--- src/rtl/regfile_sb.sv ---
// regfile_sb: parametrised register file with per-register pending-write scoreboard
// and a sequential clear engine that zeroes the array one entry per cycle.
module regfile_sb #(
    parameter int DATA_W   = 32,
    parameter int ADDR_W   = 5,
    parameter int NUM_RD   = 2,
    parameter bit ZERO_REG = 1'b1
) (
    input  logic                     clk,
    input  logic                     rst,
    input  logic                     we,
    input  logic [ADDR_W-1:0]        waddr,
    input  logic [DATA_W-1:0]        wdata,
    input  logic                     iss_en,
    input  logic [ADDR_W-1:0]        iss_addr,
    input  logic [NUM_RD*ADDR_W-1:0] raddr,
    input  logic [NUM_RD-1:0]        re,
    output logic [NUM_RD*DATA_W-1:0] rdata,
    output logic [NUM_RD-1:0]        rbusy,
    input  logic                     clr_req,
    output logic                     ready
);
    localparam int DEPTH = 2 ** ADDR_W;

    typedef enum logic {IDLE, CLEAR} state_t;

    state_t            r_state, w_next;
    logic [ADDR_W-1:0] r_cnt;
    logic [DATA_W-1:0] r_regs [DEPTH];
    logic [DEPTH-1:0]  r_busy;
    logic              w_idle, w_wr, w_iss;

    assign w_idle = (r_state == IDLE);
    assign w_wr   = w_idle & we & !(ZERO_REG && waddr == '0);
    assign w_iss  = w_idle & iss_en & !(ZERO_REG && iss_addr == '0);
    assign ready  = rst & w_idle;

    always_comb begin
        w_next = r_state;
        if (w_idle && clr_req)
            w_next = CLEAR;
        else if (!w_idle && &r_cnt)
            w_next = IDLE;
    end

    // The issue mark is applied after the write so a same-edge new producer keeps the register busy
    always_ff @(posedge clk or negedge rst) begin
        if (!rst) begin
            r_state <= IDLE;
            r_cnt   <= '0;
            r_busy  <= '0;
            for (int i = 0; i < DEPTH; i++)
                r_regs[i] <= '0;
        end else begin
            r_state <= w_next;
            if (!w_idle) begin
                r_regs[r_cnt] <= '0;
                r_cnt         <= r_cnt + 1'b1;
                r_busy        <= '0;
            end else begin
                if (w_wr) begin
                    r_regs[waddr] <= wdata;
                    r_busy[waddr] <= 1'b0;
                end
                if (w_iss)
                    r_busy[iss_addr] <= 1'b1;
            end
        end
    end

    for (genvar k = 0; k < NUM_RD; k++) begin : g_rd
        logic [ADDR_W-1:0] w_ra;
        logic              w_zero, w_byp;
        assign w_ra   = raddr[k*ADDR_W +: ADDR_W];
        assign w_zero = ZERO_REG && w_ra == '0;
        assign w_byp  = we && w_ra == waddr;
        assign rdata[k*DATA_W +: DATA_W] = (!rst || !w_idle || !re[k] || w_zero) ? '0
                                         : w_byp ? wdata : r_regs[w_ra];
        assign rbusy[k] = rst & w_idle & re[k] & r_busy[w_ra] & !w_byp & !w_zero;
    end
endmodule
--- config.mk ---
export PLATFORM = sky130hd
export DESIGN_NAME = regfile_sb
export DESIGN_NICKNAME = d
export VERILOG_FILES = /design/src/rtl/regfile_sb.sv
export SDC_FILE = /design/constraint.sdc
export NUM_CORES = 2
export LEC_CHECK = 0
export ABC_AREA = 0
export BUFFER_PORTS_ARGS = -buffer_cell sky130_fd_sc_hd__buf_4
export CAP_MARGIN = 40
export CELL_PAD_IN_SITES_DETAIL_PLACEMENT = 1
export CELL_PAD_IN_SITES_GLOBAL_PLACEMENT = 1
export CORE_MARGIN = 10
export CORE_UTILIZATION = 40
export DETAILED_ROUTE_END_ITERATION = 12
export PLACE_DENSITY = 0.66
export SLEW_MARGIN = 20
export SYNTH_ARGS = -nofsm -noshare
export SYNTH_HDL_FRONTEND = slang
export SYNTH_SLANG_ARGS = --single-unit
--- constraint.sdc ---
create_clock -name clk -period 2.55 [get_ports clk]
set_input_delay 0 -clock clk [delete_from_list [all_inputs] [get_ports clk]]
set_output_delay 0 -clock clk [all_outputs]
set_load 0.02 [all_outputs]
# --- Word level (Yosys, flattened, before mapping) ---
# Index checks and enable logic that the tools add are counted.
word_totals:
  mem_bits_ro: 0
  elab_cells: 133
  ff_bits: 1062
  ram_bits: 0
  memories: 0
  input_bits: 59
  latchBits: 0
  out_inout_bits: 67
op_classes:
  mux: 31
  n_addsub: 1
  n_eq_ne: 2
  n_reduce_logical: 29
  bitwise: 23
  n_lt_le_gt_ge: 12
  div_mod_pow: 0
  n_shift: 0
  multipliers: 0
op_table:
  columns: ["cell", "count"]
  rows:
  - ["$mux 1024", 2]
  - ["$and 1024x1024->1024", 1]
  - ["$bwmux 1024", 1]
  - ["$not 1024->1024", 1]
  - ["$mux 32", 14]
  - ["$bmux 32 s5", 2]
  - ["$demux 32 s5", 2]
  - ["$and 32x32->32", 1]
  - ["$not 32->32", 1]
  - ["$or 32x32->32", 1]
  - ["$ge 6x6->1 const B", 4]
  - ["$lt 5x6->1 const B", 4]
  - ["$not 5->6", 4]
  - ["$logic_not 5->1", 4]
  - ["$and 1x1->1", 13]
  - ["$lt 6x1->1 const B", 2]
  - ["$bmux 1 s5", 2]
  - ["$demux 1 s5", 2]
  - ["$eq 5x5->1", 2]
  - ["$ge 5x1->1 const B", 2]
  - ["$logic_not 1->1", 9]
  - ["$logic_and 1x1->1", 8]
  - ["$mux 1", 6]
  - ["$add 5x1->5 const B", 1]
  - ["other kinds (4)", 9]

# --- Logic depth before layout (Yosys ltp) ---
depth:
  word_depth: 11
  depth_mapped: 9
  ltp_nobuf: 5

# --- Worst setup path after synthesis ---
# No wires, ideal clock.
synth_path:
  kind: "flip-flop to output port"
  startpoint: "register r_state"
  endpoint: "output port rbusy[1]"
  t_arrival_ns: 2.116
  setup_slack_ns: 0.434
  path_stages_with_launch: 6
  required_ns: 2.550
  path_buffers: 2
  path_cell_list: "dfrtp_1 -> clkbuf_1 -> nor2b_1 -> o2111ai_1 -> clkbuf_1 -> nor3_1"
synth_via:
  elab_chain_cells: 6
synth_rtl:
  columns: ["element", "line_no", "rtl"]
  rows:
  - ["start, declared", "27", "state_t r_state, w_next;"]
  - ["start signal, assigned", "55", "r_state <= w_next;"]
  - ["$not 1->1", "33", "assign w_idle = (r_state == IDLE);"]
  - ["$and 1x1->1", null, null]
  - ["via ready", "21", "output logic ready"]
  - ["$and 1x1->1 (4 in series)", "79", "assign rbusy[k] = rst & w_idle & re[k] & r_busy[w_ra] & !w_byp & !w_zero;"]
  - ["end, declared", "19", "output logic [NUM_RD-1:0] rbusy,"]
# The timed path passes the listed nets, and every way through them passes these cells.

# --- Final worst setup path ---
layout_path:
  startpoint: "register r_regs[16] in the netlist's numbering"
  endpoint: "output port rdata[16]"
layout_via:
  elab_chain_cells: 5
layout_rtl:
  columns: ["element", "line_no", "rtl"]
  rows:
  - ["start, declared", "29", "logic [DATA_W-1:0] r_regs [DEPTH];"]
  - ["start signal, assigned by index", "62", "r_regs[waddr] <= wdata;"]
  - ["$bmux 32 s5", "78", ": w_byp ? wdata : r_regs[w_ra];"]
  - ["$mux 32 (implied by the code) (2 in series)", "78", null]
  - ["$mux 32", "78", null]
  - ["$mux 32", "77", "assign rdata[k*DATA_W +: DATA_W] = (!rst || !w_idle || !re[k] || w_zero) ? '0"]
  - ["end, declared", "18", "output logic [NUM_RD*DATA_W-1:0] rdata,"]
# Every way passes these cells. The select of a mux whose other input is x is not followed.

==> results.txt <==
----------------------------------------------------
[Clocking]
  Clock tree from TritonCTS ... yes
  Clock Pin Slew Worst Setup and Hold Paths ... 0.06 ns
  Buffer type at the clock tree root ... clkbuf_16
  Worst-Skew Late Latency ... 0.76 ns
  Htree depth ... 3
  Maximum clock insertion buffer count ... 3
  Number of sinks driven by the clock tree ... 1062
  Clock buffers created by TritonCTS ... 118

[Setup path]
  Type of origin of the critical path ... flip-flop
  Arrival time of data at the critical path endpoint ... 2.88 ns
  Reg2Reg Launch Point ... r_state
  Critical path class ... reg2out
  Worst R2R Setup Slack ... 0.04 ns
  Cells on worst reg2reg path ... 8
  Capture point of the worst reg-to-reg path ... r_regs[350]
  Critical path required time ... 2.55 ns
  Critical path peak fanout ... 3
  Crit. Startpoint ... r_regs[16]
  Element type at the critical path end ... output pin

[Synth]
  Post-synth ARST share ... 100%
  Number of enable flip-flop cells after synthesis ... 0
  Number of warning messages in the yosys log ... 0
  Largest area contributor in the netlist ... dfrtp_1
  Top-area cell type share of the netlist area ... 47.7%
  Total standard cell area after synthesis ... 55700 um2
  Leading cell types by count after synthesis ... 1062 x dfrtp_1, 992 x a22o_1, 377 x mux4_2
  Sequential-to-total area share from yosys stat ... 47.7%
  Top area cells in the synthesized netlist ... dfrtp_1 48%, a22o_1 16%, mux4_2 15%
  Post-Syn Instances ... 4231
  FF+latch count, synth ... 1062
  Count of different cell masters after synthesis ... 58
  Most used standard cell by instance count after synthesis ... dfrtp_1
  Post-Syn Area per Cell ... 13.2 um2
  Post-synth top flop ... dfrtp_1
  Synth Net Count ... 4295

[Floorplanning]
  Core Rows ... 136
  Initial standard-cell utilization of the core ... 40.4%
  Height of the chip ... 393 um
  Number of top-level pins ... 126
  Area of the core ... 138000 um2
  Die Span X ... 393 um
  Full die area ... 155000 um2

[Detailed routing]
  Post-Route WL ... 258 mm
  Number of optimization iterations in the first detailed-route pass ... 5
  Via density per instance ... 7.34
  DRC violation total after the first TritonRoute iteration ... 6259
  Routed via count ... 47.0k
  Number of nets still failing antenna checks after routing ... 0
  Average wire per cell in the routed design ... 40.3 um
  DRC violation count after routing ... 0

[Timing]
  Clock skew ... 0.0331 ns
  Tmin final ... 2.88 ns
  Setup repair after global routing missed its margin ... true
  Number of failing hold endpoints at the final stage ... 18
  Achievable Freq ... 347 MHz
  Setup violations, final ... 63
  TNS Setup ... -9.22 ns
  Actual slew at the worst max-slew pin ... 0.927 ns
  Post-route setup slack ... -0.335 ns
  Part of the cycle the worst path needs ... 113%
  Worst hold slack ... -0.0340 ns
  Max-slew violations ... 0
  Slew HR ... 38.2%

[Placement]
  Number of placed instances with taps included ... 5934
  Post-detailed-placement half-perimeter wirelength ... 153 mm
  GPL Wtd Cong ... 0.903
  Port-buffer cells ... 125

[Power]
  Overall power ... 47.6 mW
  Leakage ... 30.8 nW
  Ratio of total power to cell area ... 693 nW/um2
  Maximum vdd drop ... 0.524 mV

[Finish]
  Post-layout instance count excluding filler cells ... 6401
  Nets ... 4565
  Layout area overhead ... 23.3%
  Share of layout cells above drive strength 1 ... 33.7%
  Filler instances ... 13.5k

[Status]
  Failing checks ... hold timing, setup timing
  Result of the run ... finished with violations

[GRT]
  Congestion Overflow GR ... 0
  Number of antenna violations at the first check in global routing ... 7
  Vias in the first global route ... 48.3k
  Wire length of the first global-routing pass ... 368 mm
  Total routing resource utilization after global routing ... 32.8%
  Pin count of the biggest net entering global routing ... 157

[Min path]
  Kind of path behind the tightest hold check ... in2async

[Flow run]
  Number of violations of the max-capacitance limit ... 0

----------------------------------------------------
area by class of cell:
type / count / area (um2) / share of cell area (%)
diodes: 5 / 12.5 / 0.0182
clock buffers: 177 / 3510 / 5.10
clock inverters: 44 / 392 / 0.570
inverters: 11 / 41.3 / 0.0601
flip-flops and latches: 1062 / 26600 / 38.7
well taps: 1794 / 2240 / 3.27
repair buffers: 720 / 7550 / 11.0
multi-input cells: 2588 / 28400 / 41.3
placed cells by master (no fill, tap or decap), types with 32 or more instances in the layout:
| cell | n |
|---|---|
| a21oi_4 | 32 |
| mux2_4 | 33 |
| clkbuf_16 | 120 |
| dfrtp_1 | 1062 |
| buf_6 | 98 |
| nand2_1 | 76 |
| and2_1 | 41 |
| o221ai_1 | 76 |
| dlygate4sd3_1 | 55 |
| a211oi_1 | 37 |
| mux2_2 | 39 |
| o22ai_1 | 41 |
| buf_12 | 105 |
| mux2i_1 | 280 |
| a21oi_1 | 59 |
| a22oi_1 | 67 |
| mux4_2 | 377 |
| buf_4 | 440 |
| a22o_1 | 992 |
metrics by stage:
stage                     hold WS [ns]  util [%]  area [um2]  setup WS, ns
after floorplan                 -0.296         -       55700         0.434
after global placement           0.180      44.1       60800         -1.05
after detailed placement         0.172      44.2       61000        -0.289
after CTS                       0.0101      49.2       67800        -0.333
after global routing            0.0578      49.8       68700        -0.346
final                          -0.0340      49.8       68700        -0.335
worst max-delay path by stage:
stage / end / slack, ns
finish: rdata[16] / -0.33
global route: rdata[16] / -0.35
CTS: rdata[16] / -0.33
detailed placement: rdata[30] / -0.29
global placement: rdata[30] / -1.05
floorplan: rbusy[1] / 0.43
flip-flops by register name, summed over array words and instances, names as in the netlist:
signal / count
r_state: 1
r_cnt: 5
r_busy: 32
r_regs: 1024
worst max-delay path: stages (launching register included):
cell     delay [ns]
dfrtp_1        0.40
mux4_2         0.50
mux2_4         0.28
a221o_2        0.47
a32o_2         0.34
buf_6          0.14
repair_timing:
item	in CTS	in global routing
buffers inserted	133	62
pin swaps	70	60
hold endpoints to repair	1304	0
resized for setup	285	87
gates cloned	7	1
endpoints found under the setup margin	66	67
hold buffers	55	0
power breakdown:
group	internal (mW)	total (mW)	leakage [nW]	switching, mW
combinational	4.29	10.4	14.1	6.11
sequential	18.3	19.7	14.8	1.35
clock	9.89	17.5	1.94	7.65
routing by layer:
metal	global-route usage, %	wire, um	up-vias
li1	-	-	17600
met1	42.8	98800	25300
met2	48.2	114000	3311
met3	10.0	29900	806
met4	18.5	15400	6
met5	0	34	-
cells by family (layout without fill, tap and decap cells):
| logic type | count (synthesis) | in the layout | synth area share (%) |
|---|---|---|---|
| flip-flops | 1062 | 1062 | 47.7 |
| AO/OA/AOI/OAI | 1538 | 1538 | 22.8 |
| multiplexers | 732 | 732 | 21.8 |
| other | 0 | 5 | 0 |
| buffers and inverters | 581 | 952 | 4.52 |
| XOR/XNOR | 13 | 13 | 0.204 |
| adder cells (fa/ha/maj) | 5 | 5 | 0.112 |
| AND/OR/NAND/NOR | 300 | 300 | 2.86 |
(Power assumes the default switching activity.)
